<file path="src/rtl/modn_preset_counter_pkg.sv">
// ============================================================================
// Module  : modn_preset_counter_pkg
// Brief   : Shared constants and elaboration helpers for the modulo-N counter.
// Revision: 1.0 - initial release
// ============================================================================
`default_nettype none

package modn_preset_counter_pkg;

    localparam int MOD_A_DEF = 7;
    localparam int MOD_B_DEF = 15;

    // Smallest bit width able to hold the values 0 .. n-1 (never less than 1).
    function automatic int clog2_min(input int n);
        int w;
        w = 1;
        for (int i = 1; i < 31; i++) begin
            if ((1 << w) < n) begin
                w = i + 1;
            end
        end
        return w;
    endfunction

endpackage

`default_nettype wire

</file>
<file path="src/rtl/modn_preset_counter_step.sv">
// ============================================================================
// Module  : modn_step
// Brief   : Combinational up/down step with modulo wrap for the preset counter.
// Revision: 1.0 - initial release
// ============================================================================
`default_nettype none

module modn_step
    import modn_preset_counter_pkg::*;
#(
    parameter int WIDTH = 4
) (
    input  logic [WIDTH-1:0] i_count,
    input  logic             i_up,
    input  logic [WIDTH-1:0] i_m_last,
    output logic [WIDTH-1:0] o_next,
    output logic             o_wrap
);

    always_comb begin
        o_next = i_count;
        o_wrap = 1'b0;
        if (i_up) begin
            // An out-of-range value (above m_last) restarts at zero without a wrap.
            o_wrap = (i_count == i_m_last);
            if (i_count >= i_m_last) begin
                o_next = '0;
            end else begin
                o_next = i_count + 1'b1;
            end
        end else begin
            o_wrap = (i_count == '0);
            if ((i_count == '0) || (i_count > i_m_last)) begin
                o_next = i_m_last;
            end else begin
                o_next = i_count - 1'b1;
            end
        end
    end

endmodule

`default_nettype wire

</file>
<file path="src/rtl/modn_preset_counter.sv">
// ============================================================================
// Module  : modn_preset_counter
// Brief   : Presettable up/down modulo-N counter with run-time modulus select,
//           cascade terminal count and load range error pulse.
// Revision: 1.0 - initial release
// ============================================================================
`default_nettype none

module modn_preset_counter
    import modn_preset_counter_pkg::*;
#(
    parameter int WIDTH = 4,
    parameter int MOD_A = MOD_A_DEF,
    parameter int MOD_B = MOD_B_DEF
) (
    input  logic             clk,
    input  logic             rst,
    input  logic             en,
    input  logic             up,
    input  logic             mode,
    input  logic             load,
    input  logic [WIDTH-1:0] load_val,
    output logic [WIDTH-1:0] count,
    output logic             tc,
    output logic             load_err
);

    localparam int MOD_MAX = (MOD_A > MOD_B) ? MOD_A : MOD_B;

    generate
        if ((MOD_A < 2) || (MOD_A > (1 << WIDTH)) ||
            (MOD_B < 2) || (MOD_B > (1 << WIDTH)) ||
            (WIDTH < clog2_min(MOD_MAX))) begin : g_bad_param
            $error("modn_preset_counter: illegal WIDTH/MOD_A/MOD_B combination");
        end
    endgenerate

    // Terminal values fixed at elaboration; only a mux remains at run time.
    localparam logic [WIDTH-1:0] c_a_last = WIDTH'(MOD_A - 1);
    localparam logic [WIDTH-1:0] c_b_last = WIDTH'(MOD_B - 1);

    logic [WIDTH-1:0] count_q;
    logic [WIDTH-1:0] count_d;
    logic             load_err_q;
    logic             load_err_d;
    logic [WIDTH-1:0] w_m_last;
    logic [WIDTH-1:0] w_step_next;
    logic             w_step_wrap;

    assign w_m_last = mode ? c_b_last : c_a_last;

    modn_step #(
        .WIDTH (WIDTH)
    ) u_step (
        .i_count  (count_q),
        .i_up     (up),
        .i_m_last (w_m_last),
        .o_next   (w_step_next),
        .o_wrap   (w_step_wrap)
    );

    always_comb begin
        count_d    = count_q;
        load_err_d = 1'b0;
        if (load) begin
            if (load_val <= w_m_last) begin
                count_d = load_val;
            end else begin
                count_d    = '0;
                load_err_d = 1'b1;
            end
        end else if (en) begin
            count_d = w_step_next;
        end
    end

    always_ff @(posedge clk or posedge rst) begin
        if (rst) begin
            count_q    <= '0;
            load_err_q <= 1'b0;
        end else begin
            count_q    <= count_d;
            load_err_q <= load_err_d;
        end
    end

    // Not gated by load so a downstream stage sees the carry with zero latency.
    assign tc       = en & w_step_wrap;
    assign count    = count_q;
    assign load_err = load_err_q;

endmodule

`default_nettype wire

</file>
<file path="config.mk">
export PLATFORM = sky130hd
export DESIGN_NAME = modn_preset_counter
export DESIGN_NICKNAME = d
export VERILOG_FILES = /design/src/rtl/modn_preset_counter_pkg.sv /design/src/rtl/modn_preset_counter_step.sv /design/src/rtl/modn_preset_counter.sv
export SDC_FILE = /design/constraint.sdc
export NUM_CORES = 1
export LEC_CHECK = 0
export ABC_AREA = 1
export BUFFER_PORTS_ARGS = -buffer_cell sky130_fd_sc_hd__buf_2
export CORE_AREA = 8 8 45 47
export DETAILED_ROUTE_END_ITERATION = 10
export DIE_AREA = 0 0 53 55
export PLACE_DENSITY = 0.74
export SLEW_MARGIN = 30
export SYNTH_ARGS = -nofsm -noshare
export SYNTH_HDL_FRONTEND = slang
export SYNTH_SLANG_ARGS = --single-unit
</file>
<file path="constraint.sdc">
create_clock -name clk -period 1.9 [get_ports clk]
set_clock_uncertainty 0.15 [all_clocks]
set_input_delay 0.095 -clock clk [delete_from_list [all_inputs] [get_ports clk]]
set_output_delay 0.095 -clock clk [all_outputs]
set_load 0.01 [all_outputs]
</file>
* After elaboration in Yosys (flattened, before gate mapping)
Index checks and enable logic that the tools add are counted.
** Word-level totals
- Memories :: 0
- Register bits after elaboration :: 5
- Latch bits :: 0
- Word-level logic and storage cells :: 22
- Output and inout bits :: 6
- Bits of input ports :: 10
- Bits in read-only memories :: 0
- Memory bits (writable) :: 0
** Cells by class
- Equality and inequality tests :: 1
- Add/subtract/negate cells :: 2
- Shifts and indexed selects :: 0
- Reduce and logical (&&, ||, !) cells :: 3
- $lt $le $gt $ge :: 3
- Divide/modulo/power cells :: 0
- Bitwise operators :: 1
- Mux-type cells :: 10
- Multiply operators :: 0
** Operators with widths (count)
- 4-bit 2-to-1 mux :: 7
- 4-bit by 1-bit adder with 4-bit output, second input constant :: 1
- 4-bit equality test :: 1
- 4-bit greater-or-equal comparator :: 1
- 4-bit > comparator :: 1
- 4-bit <= comparator :: 1
- 4-bit logical NOT :: 1
- 4-bit by 1-bit subtractor with 4-bit output, second input constant :: 1
- 1-bit 2-to-1 mux :: 3
- 2-bit nonzero test :: 1
- 1-bit bitwise AND :: 1
- 1-bit logical OR :: 1

* Logic depth before layout (Yosys ltp)
Gate-level depths: netlist of the first run.
- Word-level depth :: 7
- Gate-level depth with buffers :: 11
- Mapped depth without buffers :: 11

* Hierarchy
Synthesis of the first run repeated with hierarchy kept, for this count alone.
** Second synthesis, totals
- Cells, all modules :: 100
- Area, all modules :: 651.9 um^2
** By module, submodules not included
- modn_step :: instances 1, seq. area each 0.0 um^2, cells each 58, area each 336.6 um^2
- modn_preset_counter :: instances 1, seq. area each 125.1 um^2, cells each 42, area each 315.3 um^2

* Least setup slack after synthesis of the first run
Ideal clock, no wire load.
- Kind :: register to register
- From :: register count_q[3], in the netlist count[3]
- To :: register count_q[3], in the netlist count[3]
- Period minus slack after synthesis :: 1.620 ns
- Data required time :: 1.634 ns
- Library setup time :: 0.116 ns
- Arrival time :: 1.353 ns
- Stages on the path, launching flop included :: 11
- Buffers on the path :: 0
- Path slack :: 0.280 ns
- Path through :: dfrtp_1 > ha_1 > nand3_4 > nand2_4 > nand2_4 > nand2_4 > nand2_2 > nand3_2 > nand2_1 > nand2_1 > nand2_1
** On the way
- Cells in the longest elaborated chain, start to end :: 6
- Elaborated cells between the ends (all ways) :: 11
- Those cells by class :: add/sub (2); order compare (2); mux (5); reduce/logical (2)
** RTL lines
- start, declared :: line modn_preset_counter.sv:42 : logic [WIDTH-1:0] count_q;
- start signal, assigned :: line modn_preset_counter.sv:82 : count_q <= count_d;
- 4-bit > comparator / 4-bit logical NOT (equally long branches) :: line modn_preset_counter_step.sv:33 : if ((i_count == '0) || (i_count > i_m_last)) begin
- 1-bit logical OR :: line modn_preset_counter_step.sv:33
- 4-bit 2-to-1 mux :: line modn_preset_counter_step.sv:33
- 4-bit 2-to-1 mux (*) :: line modn_preset_counter_step.sv:23 : if (i_up) begin
- 4-bit 2-to-1 mux (*) :: line modn_preset_counter.sv:72 : end else if (en) begin
- 4-bit 2-to-1 mux (*) :: line modn_preset_counter.sv:65 : if (load) begin
Mark *: on every way between the ends. The rest lies on a longest branch, timed or not. The select of a mux whose other input is x is not followed.
A chain may end at the register's enable or synchronous reset.

* Worst setup path in the final report of the first run
- From :: register count_q[3], in the netlist count[3]
- To :: output tc
** On the way
- Cells in the longest elaborated chain, start to end :: 3
- Elaborated cells between the ends (all ways) :: 4
- Those cells by class :: eq/ne (1); mux (1); bitwise (1); reduce/logical (1)
** RTL lines
- 4-bit equality test / 4-bit logical NOT (equally long branches) :: line modn_preset_counter_step.sv:25, modn_preset_counter_step.sv:32
- 1-bit 2-to-1 mux (*) :: line modn_preset_counter_step.sv:23
- 1-bit bitwise AND (*) :: line modn_preset_counter.sv:88 : assign tc = en & w_step_wrap;
- end, declared :: line modn_preset_counter.sv:24 : output logic tc,
Mark *: on every way between the ends. The rest lies on a longest branch, timed or not.

==> flow_results.org, run 1 <==
** Status
- The run finished with clean final reports.

** Final layout
- After filler insertion, the fill cell instance count of the layout stands at 145.
- Synth-to-layout area growth :: 28.72%
- # nets final :: approximately 120
- Proportion of layout cells with a drive suffix above 1 :: about a third
- Final Core Density :: a little over half
- Number of antenna cells inserted :: 0

** Power and ir drop
- Internal power comes to roughly 0.31 mW.
- Static power due to leakage :: 0.4096 nW
- IR analysis of the VDD net gives a maximum drop of 0.0005925 V.
- Of the total power, registers draw a little under 30%.
- The analysis attributes to net switching a power of 0.2284 mW.
- In this run, the combinational gates consume 47.1% of the power.
- Clock network fraction of total power :: a little under a quarter
- Power spread over the standard cell area amounts to 707.1 nW/µm².
- Net switching is around 43% of the power.

** Worst setup path
- Maximum fanout encountered on the critical timing path :: 7
- The worst register-to-register path has a setup slack of 0.29 ns.
- The signal on the critical path passes through ha_4 > nand3_4 > nand2_2 > nand2_1 > a21oi_1 > buf_2.
- Beginning of the worst register-to-register path :: count[3]
- Required time reported for the critical path endpoint :: 1.65 ns
- On the critical path the largest part of the delay comes from flip-flops.
- For the worst flop-to-flop path, the logic depth is 10.
- Reg-to-Reg End :: count[3]
- Worst path max stage delay :: 0.45 ns
- Cell with the biggest individual delay on the critical path :: dfrtp_2
- At the worst endpoint, the arrival time is 1.52 ns.
- Kind of critical path :: register to output pin
- Kind of launch point of the worst setup path :: register
- Together, buffers and inverters on the worst path number 1.
- STA classifies the critical path endpoint as an output pin.

** Clock network
- Clock tree synthesis inserted a total of 3 buffers.
- The tree built by TritonCTS fans out to 5 sinks.
- Clk buf depth :: 2
- Clock-pin slew was measured on the worst setup and hold paths at 0.04 ns.
- Root buf cell :: clkbuf_4
- TritonCTS built the clock tree.
- # H-tree levels :: 1
- Postcts setup bufs :: 0
- For the worst-skew pair, the clock arrives at the later sink with an insertion delay of 0.25 ns.

** Yosys
- During synthesis, Yosys emitted a total of 0 warnings.
- Yosys attributes the largest share of cell area to dfrtp_1 (21%), nand2_1 (15%), ha_1 (11%).
- After synthesis, the netlist uses 22 different library cells.
- Ranked by instance count, the synthesized netlist is headed by nand2_1 (23), inv_1 (12), nand3_1 (9).
- Most common flop cell mapped by yosys :: dfrtp_1
- Synthesis-stage register bit count :: 5
- Counting every net in the synthesized netlist gives 100.
- Cell count after synthesis :: 85
- Async set or reset register ratio after synthesis :: between 90% and 100%
- In this run the cell area of the synthesized design comes to 588.1 µm².
- The top cell type by area accounts for 21.28% of the synthesized area.
- A synthesized cell averages between 6 and 7 µm².
- Leading area contributor after synthesis :: dfrtp_1
- The synthesized design contains 0 enable-type register cells.
- Portion of the post-synthesis area used by sequential elements :: 21.28%
- Most frequent cell after synthesis :: nand2_1

** Timing
- After layout, the worst path uses 92.99% of the clock period.
- For the pin with the worst max-slew slack, the measured transition is 0.4638 ns.
- For this run, the top clock speed supported by timing is approximately 570 MHz.
- RSZ-0062 raised after global routing :: no
- Max-slew violation total from the final report :: 0
- Number of hold violations in the final report :: 0
- Summed over all failing endpoints, the final setup total negative slack is 0 ns.
- Final setup vio count :: 0
- Worst slew slack as a fraction of its limit :: 69.08%
- Min Clock Period, post-route :: about 1.8 ns

** GRT
- The first global-routing pass estimated 2318 µm of wire.
- Remaining global-route overflow :: 0
- Entering global routing, the biggest net connects 11 pins.
- Global-route usage over all layers :: between 10% and 20%
- Initial antenna violation count :: 0
- The via count of the first global-routing pass was 537.

** Placed design
- Number of input and output port buffers inserted :: 15
- After legalization and detailed placement, the total HPWL measured 1108 µm.
- At the end of routability-driven placement, the weighted congestion stood at ~0.8.

** Detailed routing
- The pre-antenna-repair detailed-routing pass consisted of 4 iterations.
- The detailed router finished its first iteration with 12 violations.
- DR WL/cell :: 11.87 µm
- Sum of routed wire length over all layers :: 1460 µm
- Once detail routing completed, the nets flagged for antenna violations numbered 0.
- Vias/cell :: 5.057
- After detailed routing, the number of remaining DRC violations is 0.
- The detailed router placed 622 vias in this run.

** Hold path
- Path type of the worst min-delay path :: input pin to register
- For hold timing, the worst endpoint is count[3].
- Worst hold path startpoint :: en
- Cell depth of the worst min-delay path :: 4

** Job
- Maxcap violations :: 0

** Die
- Die extent in y :: approximately 55 µm
- For this configuration, the core starts out at a cell density of 42.50%.
- The die is 53 µm wide.
- Number of top-level pins :: 16
- Overall die area :: 2915 µm²
- Core Box Area :: ~1400 µm²
- Std-Cell Rows :: 14
[worst max path at each step]
stage	start	to	slack [ns]	cells past startpoint
global route	count[3]	tc	0.04	6
detailed placement	count[3]	count[3]	0.21	10
finish	count[3]	tc	0.13	6
CTS	count[3]	tc	0.02	6
global placement	count[3]	count[3]	0.26	10
floorplan	count[3]	count[3]	0.28	10
[area by class of cell]
type	instances	area, µm²	area share [%]
Timing Repair Buffer	20	122.6	16.20
Multi-Input combinational cell	66	414.1	54.71
Clock inverter	1	5.005	0.6612
Sequential cell	5	127.6	16.86
Tap cell	16	20.02	2.645
Inverter	12	45.04	5.950
Clock buffer	3	22.52	2.975
[state kept, by name (all words and copies together) (netlist names)]
register and flops:
count 4, load_err 1
[layer usage]
| layer | up-vias | wire, µm | GRT usage [%] |
|---|---|---|---|
| li1 | 323 | - | - |
| met4 | 0 | 23 | 5.172 |
| met5 | - | 0 | 0 |
| met2 | 21 | 695 | 18.36 |
| met1 | 274 | 636 | 11.31 |
| met3 | 4 | 104 | 5.080 |
[through the flow]
step / power, mW / std cells / area, µm² / setup WS (ns) / hold WS, ns
floorplan: 0.3339 / 85 / 588.1 / 0.2804 / -0.2765
global placement: 0.3896 / 115 / 674.4 / 0.2554 / -0.1537
detailed placement: 0.3966 / 115 / 674.4 / 0.2097 / -0.1533
CTS: 0.5333 / 123 / 742.0 / 0.01679 / 0.02395
global route: 0.5822 / 123 / 757.0 / 0.03858 / 0.03485
finish: 0.5353 / 123 / 757.0 / 0.1331 / 0.02246
[worst register-to-register path: stages, from the launching register on]
cell and delay, ns:
dfrtp_2 0.45, ha_4 0.31, nand3_4 0.09, nand2_4 0.12, nand2_4 0.06, nand2_4 0.06
nand2_2 0.05, nand3_2 0.07, nand2_1 0.05, nand2_1 0.05, nand2_1 0.04
[power by group through the flow]
stage	combinational [mW]	clock, mW	sequential [mW]
2_1_floorplan	0.183	0	0.151
3_3_place_gp	0.235	0	0.155
3_5_place_dp	0.240	0	0.156
4_1_cts	0.248	0.131	0.155
5_1_grt	0.282	0.139	0.162
6_report	0.252	0.125	0.158
[repair_timing]
action | in CTS | in global routing
resized for setup | 0 | 5
setup endpoints to repair | 0 | 1
hold buffers | 4 | 0
endpoints found under the hold margin | 8 | 0
[placed cells by master, fill, tap and decap left out, drive strengths merged]
cell type	count
nand2	29
nand4	2
nor2	7
buf	16
nand3	12
dlygate4sd3	4
o21ai	4
clkinv	1
dfrtp	5
clkbuf	3
a31oi	1
inv	12
ha	5
nor3	2
a21oi	2
xnor2	1
xor2	1
[cells by family after synthesis]
logic type                 after synthesis  synth area share (%)
and+or+nand+nor                         52                 47.23
buffers and inverters                   14                 10.42
AOI/OAI and AO/OA                        7                 7.446
adders and majority gates                5                 10.64
DFF                                      5                 21.28
xor gates and xnor gates                 2                 2.979
(Power assumes the default switching activity.)
==> run 2, diff against run 1 <==
--- a/config.mk
+++ b/config.mk
@@ -8,10 +8,10 @@
 export ABC_AREA = 1
 export BUFFER_PORTS_ARGS = -buffer_cell sky130_fd_sc_hd__buf_2
 export CORE_AREA = 8 8 45 47
+export CTS_BUF_LIST = sky130_fd_sc_hd__clkbuf_16
 export DETAILED_ROUTE_END_ITERATION = 10
 export DIE_AREA = 0 0 53 55
 export PLACE_DENSITY = 0.74
-export SLEW_MARGIN = 30
 export SYNTH_ARGS = -nofsm -noshare
 export SYNTH_HDL_FRONTEND = slang
 export SYNTH_SLANG_ARGS = --single-unit
==> flow_results.org, run 2 (synthesis results as in run 1) <==
** Status
- Status :: finished clean

** Worst setup path
- Kind of critical path :: register to output pin
- The arrival time reported for the critical path endpoint is 1.53 ns (about the same).
- The number of cells on the worst reg-to-reg path is 10 (unchanged).
- The largest incremental delay on the critical path was 0.45 ns (about the same).
- Maximum fanout encountered on the critical timing path :: 7 (unchanged)
- Cell with the biggest individual delay on the critical path :: dfrtp_1
- Category of the worst setup path capture point :: output pin
- The required arrival time at the worst endpoint came to 1.65 ns (about the same).
- Kind of launch point of the worst setup path :: register
- The critical path goes through ha_4 > nand3_4 > nand2_2 > nand2_1 > a21oi_1 > buf_2.

** Final layout
- Flip-flop count of the largest register, all copies and words added :: 4 (unchanged)
- In the layout the commonest cells are nand2_1 (23), buf_2 (15), inv_1 (12).
- Number of antenna cells inserted :: 0 (unchanged)
- Compared with the post-synthesis result, the final layout area differs by 35.74%.
- Proportion of layout cells with a drive suffix above 1 :: 31.13% (-1.6 points)
- Most common cell after layout, fill and taps aside :: nand2_1
- # nets final :: 122 (-0.81%)
- Fill count :: 140 (-3.4%)

** Power and ir drop
- The power per unit of standard cell area came to 952.1 nW/µm² (+35%).
- Maximum ir drop on the vdd rail :: 0.0008513 V (+44%)
- Overall power of the completed layout :: 0.7600 mW (+42%)
- The cell leakage power came to 0.4304 nW (+5.1%).

** Timing
- The max-slew violation count was 0 (unchanged).
- Final setup vio count :: 0 (unchanged)
- Actual slew at the worst max-slew pin :: 0.4729 ns (+0.009066 ns)
- The highest clock rate came to 563.5 MHz (-0.44%).
- Setup repair after global routing left no endpoint under its margin.
- The final hold violation count was 0 (unchanged).
- Worst slew slack as a fraction of its limit :: 68.47% (-0.60 points)
- The clock period minus worst slack is 1.775 ns (+0.007810 ns).
- Hold Worst Slack :: 0.03656 ns (+0.01411 ns)
- Final setup TNS :: 0 ns (unchanged)
- Final period utilization :: 93.41% (+0.41 points)

** Job
- The count of maximum capacitance violations is 0 (unchanged).

** Clock network
- Inserted Clock Buffers :: 3 (unchanged)
- The maximum clock path buffer count came to 2 (unchanged).
- Clock-pin transition on the worst setup and hold timing paths :: 0.04 ns (about the same)
- Insertion delay of the later-clocked pin in the worst-skew pair :: 0.23 ns (-0.02 ns)
- The clock sink count is 5 (unchanged).
- Root buf cell :: clkbuf_16
- The number of H-tree branching levels is 1 (unchanged).
- CTS tree :: done

** Placed design
- The half-perimeter wire length of the detailed placement result came to 1108 µm (unchanged).
- Final weighted congestion of routability-driven global placement :: 0.8246 (unchanged)
- Number of input and output port buffers inserted :: 15 (unchanged)

** GRT
- Initial antenna violation count :: 0 (unchanged)
- The global-route total usage across every layer came to 11.34% (+0.44 points).
- The first-pass GRT wire length is 2428 µm (+4.7%).
- Via count of the first global-routing pass :: 547 (+1.9%)
- The overall overflow remaining after global route was 0 (unchanged).
- Largest net degree at the start of global routing :: 11 (unchanged)

** Hold path
- The min-delay analysis places its worst path in the category input pin to register.
- The worst hold path depth is 3 (-1).

** Detailed routing
- Vias/cell :: 4.992 (-1.3%)
- The violation count after the first detailed-route iteration came to 17 (+5).
- The remaining antenna violation count after routing is 0 (unchanged).
- Sum of routed wire length over all layers :: 1546 µm (+5.9%)
- The residual DRC count came to 0 (unchanged).
- The routed wire length per instance was 12.67 µm (+6.8%).
- DRT Pass-1 Iters :: 4 (unchanged)
- Vias after detailed routing :: 609 (-2.1%)

** Die
- Initial core utilization :: 42.50% (unchanged)
- Die extent in y :: 55 µm (unchanged)
- The number of rows in the core area came to 14 (unchanged).
- Core Box Area :: 1384 µm² (unchanged)
- The area enclosed by the die boundary came to 2915 µm² (unchanged).
- Number of top-level pins :: 16 (unchanged)
- The width of the chip was 53 µm (unchanged).
-- run 2: changes by cell type in the layout (fill, tap and decap cells not counted), sizes merged --
cell         delta
dlygate4sd3     -1
-- run 2: layout make-up --
| type | count | area [µm²] | share of cell area, % |
|---|---|---|---|
| multi-input combinational | 66 | 414.1 | 51.88 |
| tap | 16 | 20.02 | 2.508 |
| clock inverter | 1 | 5.005 | 0.6270 |
| sequential | 5 | 126.4 | 15.83 |
| timing repair buffer | 19 | 112.6 | 14.11 |
| inverter | 12 | 45.04 | 5.643 |
| clock buffer | 3 | 75.07 | 9.404 |
-- run 2: critical path, delay by kind of cell, from the launching register on --
family | cells | cell delay [ns]
simple gates | 3 | 0.27
compound gates | 1 | 0.10
buf+inv | 1 | 0.14
fa+ha+maj | 1 | 0.33
flops | 1 | 0.45
-- run 2: metrics by stage --
step / instances / setup slack [ns] / util, % / instance area, µm²
CTS: 122 / 0.04286 / 56.69 / 784.5
floorplan: 85 / 0.2804 / - / 588.1
detailed placement: 115 / 0.2097 / 48.73 / 674.4
global route: 122 / 0.01345 / 57.69 / 798.3
global placement: 115 / 0.2554 / 48.73 / 674.4
finish: 122 / 0.1253 / 57.69 / 798.3
-- run 2: per-layer routing --
| metal | global-route usage [%] | wire, µm | up-vias | share of wire [%] |
|---|---|---|---|---|
| met1 | 12.54 | 689 | 269 | 45 |
| met3 | 3.476 | 94 | 0 | 6.1 |
| met5 | 0 | 0 | - | 0 |
| met4 | 5.172 | 0 | 0 | 0 |
| li1 | - | - | 319 | - |
| met2 | 19.53 | 762 | 21 | 49 |
-- run 2: worst paths after layout --
kind / from / end / slack (ns)
setup / recovery: count[3] / tc / 0.13
hold / removal: load / load_err / 0.04
setup reg to reg: count[3] / count[3] / 0.27
hold reg to reg: count[0] / count[0] / 0.48
max in group asynchronous: rst / count[1] / 1.22
min in group asynchronous: rst / count[2] / 0.18
-- run 2: power by group --
part	leakage [nW]	internal (mW)	switching (mW)
Clock	0.0409	0.276	0.0756
Combinational	0.327	0.106	0.146
Sequential	0.0621	0.123	0.0349
-- run 2: repair_timing --
action | CTS | global route
hold buffers | 3 | 0
setup buffers | 0 | 0
endpoints found under the setup margin | 0 | 1
resized for setup | 0 | 3
endpoints found under the hold margin | 7 | 0
